--- src/rtl/fp_sub_1d5_pkg.sv ---
// Shared types and defaults for the fp_sub_1d5 arbiter slice.
// Latency: n/a (types, constants and a helper function only).
// Backpressure: n/a.
package fp_sub_1d5_pkg;
    localparam int FLOAT_W       = 31;
    localparam int NUM_REQ       = 2;
    localparam int PIPE_LAT_DEF  = 2;
    localparam int TAG_DEPTH_DEF = 4;

    // Requester id: which Newton stage owns an in-flight operation.
    typedef logic [0:0] req_id_t;

    // Contents of the registered response slot (full bit kept separately).
    typedef struct packed {
        logic [FLOAT_W-1:0] float_v;
        logic [FLOAT_W-1:0] delay;
        logic               err;
        req_id_t            id;
    } slot_t;

    // Saturating 16-bit increment for the statistics counters.
    function automatic logic [15:0] sat_inc(input logic [15:0] v);
        return (v == 16'hFFFF) ? v : v + 16'd1;
    endfunction
endpackage

--- src/rtl/fp_sub_1d5_arbiter_if.sv ---
// Bundle of requester, shared-pipe and response signals of the arbiter.
// Latency: n/a (wiring only).
// Backpressure: req_ready / sub_backprn / resp_ready travel through here.
// Modports: slave = arbiter side, master = environment (requesters + pipe).
interface fp_sub_1d5_arbiter_if;
    import fp_sub_1d5_pkg::*;

    logic [NUM_REQ-1:0] req_valid;
    logic [NUM_REQ-1:0] req_ready;
    logic [FLOAT_W-1:0] req_float0;
    logic [FLOAT_W-1:0] req_float1;
    logic [FLOAT_W-1:0] req_delay0;
    logic [FLOAT_W-1:0] req_delay1;
    logic [NUM_REQ-1:0] req_error;

    logic               sub_valid;
    logic [FLOAT_W-1:0] sub_float_in;
    logic [FLOAT_W-1:0] sub_float_in_delay;
    logic               sub_error_in;
    logic               sub_backprn;
    logic               sub_ready;
    logic [FLOAT_W-1:0] sub_float_out;
    logic [FLOAT_W-1:0] sub_float_out_delay;
    logic               sub_error_out;

    logic [NUM_REQ-1:0] resp_valid;
    logic [NUM_REQ-1:0] resp_ready;
    logic [FLOAT_W-1:0] resp_float;
    logic [FLOAT_W-1:0] resp_delay;
    logic               resp_error;

    modport slave (
        input  req_valid, req_float0, req_float1, req_delay0, req_delay1, req_error,
        output req_ready,
        output sub_valid, sub_float_in, sub_float_in_delay, sub_error_in, sub_backprn,
        input  sub_ready, sub_float_out, sub_float_out_delay, sub_error_out,
        output resp_valid, resp_float, resp_delay, resp_error,
        input  resp_ready
    );

    modport master (
        output req_valid, req_float0, req_float1, req_delay0, req_delay1, req_error,
        input  req_ready,
        input  sub_valid, sub_float_in, sub_float_in_delay, sub_error_in, sub_backprn,
        output sub_ready, sub_float_out, sub_float_out_delay, sub_error_out,
        input  resp_valid, resp_float, resp_delay, resp_error,
        output resp_ready
    );
endinterface

--- src/rtl/fp_1d5_tag_fifo.sv ---
// Synchronous FIFO of requester tags, one per operation in flight in the pipe.
// Latency: push visible at dout the cycle after; dout is the head, read combinationally.
// Backpressure: push ignored when full, pop ignored when empty (caller gates both).
// Ports: clk, rst (sync, active-high), push/din, pop/dout, full, empty.
module fp_1d5_tag_fifo
    import fp_sub_1d5_pkg::*;
#(
    parameter int DEPTH = TAG_DEPTH_DEF
) (
    input  logic    clk,
    input  logic    rst,
    input  logic    push,
    input  req_id_t din,
    input  logic    pop,
    output req_id_t dout,
    output logic    full,
    output logic    empty
);
    localparam int AW = $clog2(DEPTH);

    // One extra pointer bit separates full (MSBs differ) from empty (equal).
    logic [AW:0] wr_ptr_q, wr_ptr_d;
    logic [AW:0] rd_ptr_q, rd_ptr_d;
    req_id_t     mem_q [DEPTH];
    req_id_t     mem_d [DEPTH];

    assign empty = (wr_ptr_q == rd_ptr_q);
    assign full  = (wr_ptr_q[AW] != rd_ptr_q[AW]) &&
                   (wr_ptr_q[AW-1:0] == rd_ptr_q[AW-1:0]);
    assign dout  = mem_q[rd_ptr_q[AW-1:0]];

    always_comb begin
        wr_ptr_d = wr_ptr_q;
        rd_ptr_d = rd_ptr_q;
        mem_d    = mem_q;
        if (push && !full) begin
            mem_d[wr_ptr_q[AW-1:0]] = din;
            wr_ptr_d = wr_ptr_q + (AW+1)'(1);
        end
        if (pop && !empty) begin
            rd_ptr_d = rd_ptr_q + (AW+1)'(1);
        end
    end

    always_ff @(posedge clk) begin
        if (rst) begin
            wr_ptr_q <= '0;
            rd_ptr_q <= '0;
            mem_q    <= '{default: '0};
        end else begin
            wr_ptr_q <= wr_ptr_d;
            rd_ptr_q <= rd_ptr_d;
            mem_q    <= mem_d;
        end
    end
endmodule

--- src/rtl/fp_sub_1d5_arbiter.sv ---
// Round-robin share of one fp_sub_1d5_pipe between two Newton stages, results routed by tag.
// Latency: operand issued at T -> pipe result at T+PIPE_LAT -> resp_valid at T+PIPE_LAT+1.
// Backpressure: an unaccepted response slot raises sub_backprn, freezing pipe and issue.
// Ports: clk, rst (sync, active-high), bus (fp_sub_1d5_arbiter_if.slave);
//        stat_issue0/stat_issue1/stat_stall exist only when FP1D5_ARB_STATS_EN is defined.
module fp_sub_1d5_arbiter
    import fp_sub_1d5_pkg::*;
#(
    parameter int PIPE_LAT  = PIPE_LAT_DEF,
    parameter int TAG_DEPTH = TAG_DEPTH_DEF
) (
    input  logic clk,
    input  logic rst,
    fp_sub_1d5_arbiter_if.slave bus
`ifdef FP1D5_ARB_STATS_EN
    ,
    output logic [15:0] stat_issue0,
    output logic [15:0] stat_issue1,
    output logic [15:0] stat_stall
`endif
);
    // The tag FIFO must cover every pipe stage plus the capture cycle, or
    // back-to-back issue would stall on tags; a too-small depth is rounded up.
    localparam int MIN_DEPTH  = PIPE_LAT + 1;
    localparam int FIFO_DEPTH = (TAG_DEPTH >= MIN_DEPTH) ? TAG_DEPTH : (2 ** $clog2(MIN_DEPTH));

    req_id_t last_grant_q, last_grant_d;
    logic    slot_full_q, slot_full_d;
    slot_t   slot_q, slot_d;

    req_id_t grant;
    req_id_t tag_dout;
    logic    tag_full, tag_empty;
    logic    issue, xfer, capture, backprn;

    assign backprn = slot_full_q && !bus.resp_ready[slot_q.id];
    assign issue   = !backprn && !tag_full;
    assign xfer    = issue && bus.req_valid[grant];
    // A result with no tag outstanding has no owner and is dropped.
    assign capture = bus.sub_ready && !backprn && !tag_empty;

    // Lone requester wins outright; on a tie the one not served last wins.
    always_comb begin
        case (bus.req_valid)
            2'b01:   grant = 1'b0;
            2'b10:   grant = 1'b1;
            default: grant = ~last_grant_q;
        endcase
    end

    always_comb begin
        bus.req_ready        = '0;
        bus.req_ready[grant] = issue;
        bus.sub_valid          = xfer;
        bus.sub_float_in       = '0;
        bus.sub_float_in_delay = '0;
        bus.sub_error_in       = 1'b0;
        if (xfer) begin
            bus.sub_float_in       = grant[0] ? bus.req_float1 : bus.req_float0;
            bus.sub_float_in_delay = grant[0] ? bus.req_delay1 : bus.req_delay0;
            bus.sub_error_in       = bus.req_error[grant];
        end
    end

    assign bus.sub_backprn = backprn;

    fp_1d5_tag_fifo #(.DEPTH(FIFO_DEPTH)) u_tag_fifo (
        .clk   (clk),
        .rst   (rst),
        .push  (xfer),
        .din   (grant),
        .pop   (capture),
        .dout  (tag_dout),
        .full  (tag_full),
        .empty (tag_empty)
    );

    // Release and reload may coincide: capture overrides the release.
    always_comb begin
        last_grant_d = xfer ? grant : last_grant_q;
        slot_full_d  = slot_full_q;
        slot_d       = slot_q;
        if (slot_full_q && bus.resp_ready[slot_q.id]) begin
            slot_full_d = 1'b0;
        end
        if (capture) begin
            slot_full_d    = 1'b1;
            slot_d.float_v = bus.sub_float_out;
            slot_d.delay   = bus.sub_float_out_delay;
            slot_d.err     = bus.sub_error_out;
            slot_d.id      = tag_dout;
        end
    end

    always_ff @(posedge clk) begin
        if (rst) begin
            last_grant_q <= 1'b1;
            slot_full_q  <= 1'b0;
            slot_q       <= '0;
        end else begin
            last_grant_q <= last_grant_d;
            slot_full_q  <= slot_full_d;
            slot_q       <= slot_d;
        end
    end

    always_comb begin
        bus.resp_valid             = '0;
        bus.resp_valid[slot_q.id]  = slot_full_q;
    end

    assign bus.resp_float = slot_q.float_v;
    assign bus.resp_delay = slot_q.delay;
    assign bus.resp_error = slot_q.err;

`ifdef FP1D5_ARB_STATS_EN
    logic [15:0] stat_issue0_q, stat_issue0_d;
    logic [15:0] stat_issue1_q, stat_issue1_d;
    logic [15:0] stat_stall_q,  stat_stall_d;

    always_comb begin
        stat_issue0_d = stat_issue0_q;
        stat_issue1_d = stat_issue1_q;
        stat_stall_d  = stat_stall_q;
        if (xfer && !grant[0]) stat_issue0_d = sat_inc(stat_issue0_q);
        if (xfer &&  grant[0]) stat_issue1_d = sat_inc(stat_issue1_q);
        if (backprn)           stat_stall_d  = sat_inc(stat_stall_q);
    end

    always_ff @(posedge clk) begin
        if (rst) begin
            stat_issue0_q <= '0;
            stat_issue1_q <= '0;
            stat_stall_q  <= '0;
        end else begin
            stat_issue0_q <= stat_issue0_d;
            stat_issue1_q <= stat_issue1_d;
            stat_stall_q  <= stat_stall_d;
        end
    end

    assign stat_issue0 = stat_issue0_q;
    assign stat_issue1 = stat_issue1_q;
    assign stat_stall  = stat_stall_q;
`endif
endmodule
--- src/flat_wrapper.sv ---
// flat-port wrapper written by rule: the top's interface ports become plain ports
module fp_sub_1d5_arbiter_flat import fp_sub_1d5_pkg::*;
#(
    parameter int PIPE_LAT  = PIPE_LAT_DEF,
    parameter int TAG_DEPTH = TAG_DEPTH_DEF
)
  (clk, rst, bus_req_valid, bus_req_float0, bus_req_float1, bus_req_delay0, bus_req_delay1, bus_req_error, bus_req_ready, bus_sub_valid, bus_sub_float_in, bus_sub_float_in_delay, bus_sub_error_in, bus_sub_backprn, bus_sub_ready, bus_sub_float_out, bus_sub_float_out_delay, bus_sub_error_out, bus_resp_valid, bus_resp_float, bus_resp_delay, bus_resp_error, bus_resp_ready);
  fp_sub_1d5_arbiter_if bus_i ();
  input  logic clk;
  input  logic rst;
  input wire logic [$bits(bus_i.req_valid)-1:0] bus_req_valid;
  input wire logic [$bits(bus_i.req_float0)-1:0] bus_req_float0;
  input wire logic [$bits(bus_i.req_float1)-1:0] bus_req_float1;
  input wire logic [$bits(bus_i.req_delay0)-1:0] bus_req_delay0;
  input wire logic [$bits(bus_i.req_delay1)-1:0] bus_req_delay1;
  input wire logic [$bits(bus_i.req_error)-1:0] bus_req_error;
  output wire logic [$bits(bus_i.req_ready)-1:0] bus_req_ready;
  output wire logic [$bits(bus_i.sub_valid)-1:0] bus_sub_valid;
  output wire logic [$bits(bus_i.sub_float_in)-1:0] bus_sub_float_in;
  output wire logic [$bits(bus_i.sub_float_in_delay)-1:0] bus_sub_float_in_delay;
  output wire logic [$bits(bus_i.sub_error_in)-1:0] bus_sub_error_in;
  output wire logic [$bits(bus_i.sub_backprn)-1:0] bus_sub_backprn;
  input wire logic [$bits(bus_i.sub_ready)-1:0] bus_sub_ready;
  input wire logic [$bits(bus_i.sub_float_out)-1:0] bus_sub_float_out;
  input wire logic [$bits(bus_i.sub_float_out_delay)-1:0] bus_sub_float_out_delay;
  input wire logic [$bits(bus_i.sub_error_out)-1:0] bus_sub_error_out;
  output wire logic [$bits(bus_i.resp_valid)-1:0] bus_resp_valid;
  output wire logic [$bits(bus_i.resp_float)-1:0] bus_resp_float;
  output wire logic [$bits(bus_i.resp_delay)-1:0] bus_resp_delay;
  output wire logic [$bits(bus_i.resp_error)-1:0] bus_resp_error;
  input wire logic [$bits(bus_i.resp_ready)-1:0] bus_resp_ready;
  assign bus_i.req_valid = bus_req_valid;
  assign bus_i.req_float0 = bus_req_float0;
  assign bus_i.req_float1 = bus_req_float1;
  assign bus_i.req_delay0 = bus_req_delay0;
  assign bus_i.req_delay1 = bus_req_delay1;
  assign bus_i.req_error = bus_req_error;
  assign bus_req_ready = bus_i.req_ready;
  assign bus_sub_valid = bus_i.sub_valid;
  assign bus_sub_float_in = bus_i.sub_float_in;
  assign bus_sub_float_in_delay = bus_i.sub_float_in_delay;
  assign bus_sub_error_in = bus_i.sub_error_in;
  assign bus_sub_backprn = bus_i.sub_backprn;
  assign bus_i.sub_ready = bus_sub_ready;
  assign bus_i.sub_float_out = bus_sub_float_out;
  assign bus_i.sub_float_out_delay = bus_sub_float_out_delay;
  assign bus_i.sub_error_out = bus_sub_error_out;
  assign bus_resp_valid = bus_i.resp_valid;
  assign bus_resp_float = bus_i.resp_float;
  assign bus_resp_delay = bus_i.resp_delay;
  assign bus_resp_error = bus_i.resp_error;
  assign bus_i.resp_ready = bus_resp_ready;
  fp_sub_1d5_arbiter #(.PIPE_LAT(PIPE_LAT), .TAG_DEPTH(TAG_DEPTH)) u_core (.clk(clk), .rst(rst), .bus(bus_i));
endmodule
--- config.mk ---
export PLATFORM = sky130hd
export DESIGN_NAME = fp_sub_1d5_arbiter_flat
export DESIGN_NICKNAME = d
export VERILOG_FILES = /design/src/rtl/fp_sub_1d5_pkg.sv /design/src/rtl/fp_sub_1d5_arbiter_if.sv /design/src/rtl/fp_1d5_tag_fifo.sv /design/src/rtl/fp_sub_1d5_arbiter.sv /design/src/flat_wrapper.sv
export SDC_FILE = /design/constraint.sdc
export NUM_CORES = 1
export LEC_CHECK = 0
export BUFFER_PORTS_ARGS = -buffer_cell sky130_fd_sc_hd__buf_2
export CAP_MARGIN = 40
export CORE_AREA = 4 4 126 128
export DETAILED_ROUTE_END_ITERATION = 12
export DIE_AREA = 0 0 130 132
export MAX_ROUTING_LAYER = met4
export PLACE_DENSITY = 0.66
export SYNTH_ARGS = -nofsm -noshare
export SYNTH_HDL_FRONTEND = slang
export SYNTH_SLANG_ARGS = --single-unit
export TNS_END_PERCENT = 5
--- constraint.sdc ---
create_clock -name clk -period 5.11 [get_ports clk]
set_input_delay 0.511 -clock clk [delete_from_list [all_inputs] [get_ports clk]]
set_output_delay 0.511 -clock clk [all_outputs]
set_load 0.1 [all_outputs]
# [Word-level counts from Yosys, hierarchy flattened]
# Cells that the tools add are included.
[word_totals] register_bits=76 latch_bits=0 ramBits=0 rom_bits=0 inputBits=196 output_inout_bits=132 word_cells=72 mem_count=0
[classes] addsub=2 multipliers=0 n_div=0 magnitude_cmp=7 eq_ne=5 n_shift=0 n_mux=24 bitwise=5 reduce_logical=17
[ops] cell="31-bit two-way mux" n=4
[ops] cell="1-bit two-way mux" n=14
[ops] cell="1-bit logical AND" n=12
[ops] cell="3-bit by 1-bit adder with 3-bit output, second input constant" n=2
[ops] cell="3-bit >= comparator, second input constant" n=2
[ops] cell="2-bit NOT with 3-bit output" n=2
[ops] cell="2-bit bitwise AND" n=2
[ops] cell="4-bit bitwise mux" n=1
[ops] cell="1-bit zero test" n=4
[ops] cell="1-bit by 2-bit less-than comparator with 1-bit output, second input constant" n=2
[ops] cell="3-bit equality test" n=1
[ops] cell="3-bit by 1-bit less-than comparator with 1-bit output, second input constant" n=1
[ops] cell="1-bit binary-select mux with 2-bit select" n=1
[ops] cell="1-bit demux with 1-bit select" n=2
[ops] cell="1-bit demux with 2-bit select" n=1
[ops] cell="2-bit by 1-bit equality test with 1-bit output, second input constant" n=1
[ops] cell="2-bit equality test" n=1
[ops] cell="2-bit equality test, second input constant" n=1
[ops] cell="1-bit >= comparator, second input constant" n=2
[ops] cell="1-bit one-hot mux with 2 select lines" n=1
[ops] cell="2-bit nonzero test" n=1
[ops] cell="1-bit != test" n=1
[ops] cell="1-bit NOT" n=1

# [Depth between registers and ports, before layout]
# Gate-level depths: netlist (run 1).
[depth] word_depth=8 depth_mapped=8 ltp_nobuf=6

# [By module]
# A second synthesis (run 1) with hierarchy kept.
[unflattened] hier_cells=656 hier_area_um2=5449.0
[by_module_without_submodules] mod="fp_sub_1d5_arbiter" n_inst=1 cells_per_inst=587 area_each_um2=4792.1 seq_area_each_um2=1321.3
[by_module_without_submodules] mod="fp_1d5_tag_fifo" n_inst=1 cells_per_inst=69 area_each_um2=656.9 seq_area_each_um2=200.2

# [Worst setup path before layout (run 1)]
# Ideal clock, no wire load.
[synth_timing] path_type="input to output" from="input port bus_req_valid[0]" to="output port bus_sub_error_in" arrival_ns=2.900 required_ns=4.599 path_slack_ns=1.699 cell_stages=7 path_buffers=1 path_cell_list="inv_1 -> ha_1 -> nor2_1 -> a21o_1 -> clkbuf_1 -> nand2_1 -> a21oi_1"
[synth_via] elab_chain_cells=6 elab_cells_between_ends=9 classes_between="2 x eq/ne; 6 x mux; 1 x reduce/logical"
[synth_lines] element="start: declaration" line="flat_wrapper.sv:11" source="input wire logic [$bits(bus_i.req_valid)-1:0] bus_req_valid;"
[synth_lines] element="2-bit equality test / 2-bit by 1-bit equality test with 1-bit output (equally long branches)" line="fp_sub_1d5_arbiter.sv:44" source="case (bus.req_valid)"
[synth_lines] element="1-bit one-hot mux with 2 select lines" line="fp_sub_1d5_arbiter.sv:44"
[synth_lines] element="1-bit two-way mux (implied by the code) (2 in a row)" line="fp_sub_1d5_arbiter.sv:38" source="assign xfer = issue && bus.req_valid[grant];"
[synth_lines] element="1-bit logical AND" line="fp_sub_1d5_arbiter.sv:38"
[synth_lines] element="1-bit two-way mux *" line="fp_sub_1d5_arbiter.sv:58" source="if (xfer) begin"
[synth_lines] element="end: declaration" line="flat_wrapper.sv:21" source="output wire logic [$bits(bus_i.sub_error_in)-1:0] bus_sub_error_in;"
# Mark *: on every way between the ends. The rest lies on a longest branch, timed or not. The select of a mux whose other input is x is not followed.

# [Final worst setup path (run 1)]
[layout_timing] from="input port bus_req_valid[0]" to="output port bus_sub_float_in[20]"
[layout_via] elab_chain_cells=6 elab_cells_between_ends=8 classes_between="2 x eq/ne; 5 x mux; 1 x reduce/logical"
[layout_lines] element="2-bit equality test / 2-bit by 1-bit equality test with 1-bit output (equally long branches)" line="fp_sub_1d5_arbiter.sv:44"
[layout_lines] element="1-bit one-hot mux with 2 select lines" line="fp_sub_1d5_arbiter.sv:44"
[layout_lines] element="1-bit two-way mux (implied by the code) (2 in a row)" line="fp_sub_1d5_arbiter.sv:38"
[layout_lines] element="1-bit logical AND" line="fp_sub_1d5_arbiter.sv:38"
[layout_lines] element="31-bit two-way mux *" line="fp_sub_1d5_arbiter.sv:58"
[layout_lines] element="end: declaration" line="flat_wrapper.sv:19" source="output wire logic [$bits(bus_i.sub_float_in)-1:0] bus_sub_float_in;"
# Marked as above.

==> impl_results.md, run 1 <==
- F_max: 305 MHz
- Crit-path max FO: 26
- Routed wire length: 16.8 mm
- Area contributors post-synth: dfxtp_1 31%, a21oi_2 11%, buf_4 11%, nand2_1 9.8%, a21oi_1 7.4%
- Peak VDD IR: 0.309 mV
- Largest net degree at the start of global routing: 70
- Global-route wire length before repair: 25.1 mm
- Clock-pin slew on the worst setup and hold paths: 0.06 ns
- Post-CTS Setup Inserts: 0
- Antenna viol nets, final: 0
- Synth Instances: 647
- Yosys Warn Count: 0
- Slew HR: 0.518
- Ports: 328
- Total gr overflow: 0
- Final #Nets: 1,077
- Maximum clock insertion buffer count: 2
- Leak: 3.07 nW
- Area Overhead vs Synth: 30.5%
- Crit Path Class: in -> out
- RSZ-0062 raised after global routing: no
- PwrDens: 584 nW/um2
- Horizontal die dimension: 130 um
- Post-Place Worst Slack: 1.78 ns
- Initial antenna violation count: 1
- Fin crit period: 3.28 ns
- Number of flops mapped to enable cells by yosys: 0
- Yosys top cell area share: 0.311
- RD Place Congestion: 0.892
- Endpoints failing setup: 0
- CP endpoint kind: output pin
- WP data arrival: 2.77 ns
- DRT Pass-1 Iters: 4
- Drt via density: 4.90
- WP data required: 4.60 ns
- Synth async-reset ratio: 0
- I/O Buffers: 327
- Starting Density: 0.329
- Inserted Clock Buffers: 9
- H-tree Lvls: 3
- Slew @ Worst Pin: 0.721 ns
- Vias in the first global route: 4,909
- Clock Latency Late Sink: 0.33 ns
- CTS tree: done
- Wirelength per Cell: 15.7 um
- Die area: 17,200 um2
- Num rows: 45
- DRC viols: 0
- Fin crit share: 0.642
- Core area: 14,900 um2
- Clock Tree Root: clkbuf_16
- Final Worst Setup Slack: 1.83 ns
- Die Y: 132 um
- Status: completed
- Setup_tns: 0 ns
- Synthesized flop and latch total: 76
- Post-Syn Area: 4880 um2
- Final Skew: 0.00461 ns
- Hold crit path type: in -> reg
- Syn_nets: 850
- Overall Global Routing Usage: 0.186
- Proportion of synthesized chip area in sequential cells: 0.311
- Leading area contributor after synthesis: dfxtp_1
- Dpl hpwl: 12.7 mm
- # clock sinks: 76
- Post-synth cell types: 38
- Primary FF master, synth: dfxtp_1
- Max Transition Viols Final: 0
- Critical Path Start Type: primary input
- Max cap viols: 0
- Share of layout cells above drive strength 1: 0.486
- # hold bufs at CTS: 0
- Routed vias: 5,227
- Syn_area_per_cell: 7.55 um2
- Cts repair resizes: 0
- Final Hold Vio Count: 0
- DRT iter0 DRCs: 220
[synthesized netlist by cell type, types with 7 or more instances]
library cell  instances
o21ai_0              67
a21oi_2              60
nand2_1             127
a21oi_1              72
nand3_1              67
ha_1                  7
inv_1                10
buf_2                 7
clkbuf_1             33
dfxtp_1              76
buf_4                70
[metrics by stage]
step | cell area, um2 | cells | total power [mW] | util | hold WS [ns]
finish | 6370 | 1067 | 3.72 | 0.429 | 0.425
global route | 6370 | 1067 | 3.87 | 0.429 | 0.425
CTS | 6370 | 1066 | 3.75 | 0.429 | 0.416
detailed placement | 6030 | 1051 | 3.03 | 0.406 | 0.464
global placement | 5990 | 1049 | 3.01 | 0.403 | 0.458
floorplan | 4880 | 647 | 2.83 | - | 0.454
[kinds of logic (layout without fill, tap and decap cells)]
group / count (synthesis) / after routing / share of synthesized area
xor+xnor: 5 / 5 / 0.0105
simple gates: 212 / 212 / 0.188
other cells: 0 / 1 / 0
mux: 6 / 6 / 0.0161
buf+inv: 131 / 362 / 0.180
flops: 76 / 76 / 0.311
compound gates: 210 / 210 / 0.276
fa+ha+maj: 7 / 7 / 0.0179
[power by group]
| part | internal [mW] | total [mW] | leakage, nW | switching, mW |
|---|---|---|---|---|
| Clock | 0.476 | 0.721 | 0.166 | 0.246 |
| Combinational | 0.379 | 2.25 | 2.28 | 1.87 |
| Sequential | 0.695 | 0.752 | 0.620 | 0.0569 |
| Total | 1.55 | 3.72 | 3.07 | 2.17 |
[per-layer routing]
layer / global-route usage / vias to the layer above / share of wire
li1: - / 2589 / -
met3: 0.0506 / 19 / 0.094
met1: 0.211 / 2389 / 0.39
met4: 0.0508 / 0 / 0.019
met2: 0.320 / 230 / 0.50
met5: - / - / 0
[layout by cell type, fill, tap and decap left out, types with 6 or more instances in the layout]
master	netlist	layout
a21oi_1	72	71
a21oi_2	60	60
nor2_1	6	6
nand3_1	67	67
clkbuf_16	0	9
inv_1	10	10
ha_1	7	7
dfxtp_1	76	76
nand2_1	127	126
buf_2	7	327
buf_4	70	7
o21ai_0	67	67
[critical path, stage by stage]
cell and delay [ns]:
buf_2 0.07, inv_1 0.04, ha_1 0.35, nor2_1 0.09, a21oi_4 0.57, buf_4 0.40, nand2_1 0.13, a21oi_2 0.14
buf_2 0.45
[registers in the layout, summed over array words and instances, names as in the netlist]
register                    flops
u_core.bus.resp_delay          31
u_core.bus.resp_float          31
u_core.u_tag_fifo.mem_q         4
u_core.u_tag_fifo.rd_ptr_q      3
u_core.u_tag_fifo.wr_ptr_q      3
u_core.bus.resp_error           1
u_core.last_grant_q             1
u_core.slot_full_q              1
u_core.slot_q                   1
[area by class of cell]
class / instances / area (um2)
antenna: 1 / 2.50
clock buffer: 9 / 225
clock inverter: 6 / 113
fill: 1590 / 8490
inverter: 11 / 41.3
multi-input combinational: 440 / 2500
sequential: 76 / 1520
tap: 188 / 235
timing repair buffer: 336 / 1740
[path summary, 6_finish.rpt]
| check | slack (ns) | end | startpoint | depth (start not counted) |
|---|---|---|---|---|
| setup / recovery | 1.83 | bus_sub_float_in[20] | bus_req_valid[0] | 9 |
| hold reg to reg | 0.47 | u_core.bus.resp_float[13]$_SDFFE_PP0P_ | u_core.bus.resp_float[13]$_SDFFE_PP0P_ | 2 |
| setup reg to reg | 2.89 | u_core.u_tag_fifo.mem_q[3]$_SDFFE_PP0P_ | u_core.slot_q[0]$_SDFFE_PP0P_ | 6 |
| hold / removal | 0.43 | u_core.bus.resp_float[16]$_SDFFE_PP0P_ | bus_sub_float_out[16] | 3 |
No activity file was read; power rests on OpenSTA's default activity.
==> inputs of run 2 (changes only) <==
clock period = 3.2 ns   (was 5.11 ns; I/O delays follow)
==> run 2 against run 1 <==
- critical path type is now reg -> out
- global-route usage fell by 0.25 points
- sequential share of layout area fell by 0.25 points
- worst setup slack got worse by 1.5 ns
==> impl_results.md, run 2 (synthesis gave the netlist of run 1 again) <==
- Status: completed
- Hold crit path type: in -> reg
- Inserted Clock Buffers: 9
- WP data arrival: 2.59 ns
- Die area: 17,200 um2
- Clock Latency Late Sink: 0.33 ns
- H-tree Lvls: 3
- Antenna viol nets, final: 0
- Critical Path Start Type: flip-flop
- RSZ-0062 raised after global routing: no
- Fin crit share: 0.908
- Leak: 3.09 nW
- Peak VDD IR: 0.664 mV
- Maximum clock insertion buffer count: 2
- Core area: 14,900 um2
- Final Hold Vio Count: 0
- Routed vias: 5,195
- Horizontal die dimension: 130 um
- Ports: 328
- Setup_tns: 0 ns
- Post-CTS Setup Inserts: 0
- Final Skew: 0.00585 ns
- I/O Buffers: 327
- Drt via density: 4.85
- Overall Global Routing Usage: 0.184
- CP endpoint kind: output pin
- # clock sinks: 76
- Starting Density: 0.329
- Share of layout cells above drive strength 1: 0.488
- Crit Path Class: reg -> out
- Max Transition Viols Final: 0
- # hold bufs at CTS: 0
- Final Worst Setup Slack: 0.293 ns
- Commonest non-fill, non-tap cells in the layout: 324 x buf_2, 126 x nand2_1, 76 x dfxtp_1
- Slew @ Worst Pin: 0.692 ns
- Routed wire length: 16.6 mm
- Post-route cell area: 6440 um2
- Pwr Total: 5.92 mW
- Clock-pin slew on the worst setup and hold paths: 0.06 ns
- WP data required: 2.88 ns
- Dpl hpwl: 12.5 mm
- Cts repair resizes: 0
- Total gr overflow: 0
- Global-route wire length before repair: 24.8 mm
- Area Overhead vs Synth: 31.9%
- Endpoints failing setup: 0
- DRC viols: 0
- Slew HR: 0.539
- Max cap viols: 0
- RD Place Congestion: 0.891
- Largest net degree at the start of global routing: 67
- Commonest non-fill, non-tap cell in the layout: buf_2
- F_max: 344 MHz
- Fin crit period: 2.91 ns
- Post-Place Worst Slack: 0.595 ns
- Clock Tree Root: clkbuf_16
- Final #Nets: 1,080
- DRT iter0 DRCs: 240
- Vias in the first global route: 4,729
- Num rows: 45
- PwrDens: 918 nW/um2
- WHS: 0.235 ns
- Wirelength per Cell: 15.4 um
- Crit-path max FO: 21
- DRT Pass-1 Iters: 4
- Initial antenna violation count: 3
- CTS tree: done
- Die Y: 132 um
- Dpl cell area: 6120 um2
## run 2: cell count changes in the layout (fill, tap and decap cells not counted), sizes merged
cell      before  now
buf          336  339
bufinv         3    2
clkinv         2    3
clkinvlp       0    1
diode          1    3
inv           12   11
## run 2: final cells by class
class / count / area (um2)
Fill cell: 1558 / 8420
Multi-Input combinational cell: 440 / 2500
Timing Repair Buffer: 339 / 1820
Sequential cell: 76 / 1520
Tap cell: 188 / 235
Clock buffer: 9 / 225
Clock inverter: 6 / 90.1
Inverter: 11 / 41.3
Antenna cell: 3 / 7.51
## run 2: where the power goes
part           switching [mW]  internal, mW
Clock                   0.389         0.679
Sequential             0.0896          1.11
Combinational            3.00         0.650
## run 2: final timing paths
path                                              startpoint                                       to  slack (ns)  cells after the start
setup / recovery  u_core.u_tag_fifo.wr_ptr_q[0]$_SDFFE_PP0P_                         bus_sub_error_in        0.29                      6
hold / removal                          bus_sub_float_out[1]    u_core.bus.resp_float[1]$_SDFFE_PP0P_        0.23                      3
setup reg to reg               u_core.slot_q[0]$_SDFFE_PP0P_  u_core.u_tag_fifo.mem_q[3]$_SDFFE_PP0P_        1.00                      6
hold reg to reg        u_core.bus.resp_float[3]$_SDFFE_PP0P_    u_core.bus.resp_float[3]$_SDFFE_PP0P_        0.47                      2
## run 2: critical path, cell delays in order (launching register included)
cell	delay (ns)
dfxtp_1	0.47
xnor2_1	0.14
a32oi_4	0.38
nand2_4	0.28
buf_4	0.33
a21oi_1	0.17
buf_2	0.46
## run 2: per-layer routing
layer | GRT usage | wire length (um) | part of all wire
met5 | - | 0 | 0
met4 | 0.0502 | 306 | 0.018
met3 | 0.0551 | 1610 | 0.097
met2 | 0.305 | 8050 | 0.49
met1 | 0.215 | 6580 | 0.40
## run 2: per-stage QoR
stage / utilization / cells
after global routing: 0.433 / 1072
after global placement: 0.412 / 1054
after floorplan: - / 647
final: 0.433 / 1072
after CTS: 0.433 / 1069
after detailed placement: 0.412 / 1054
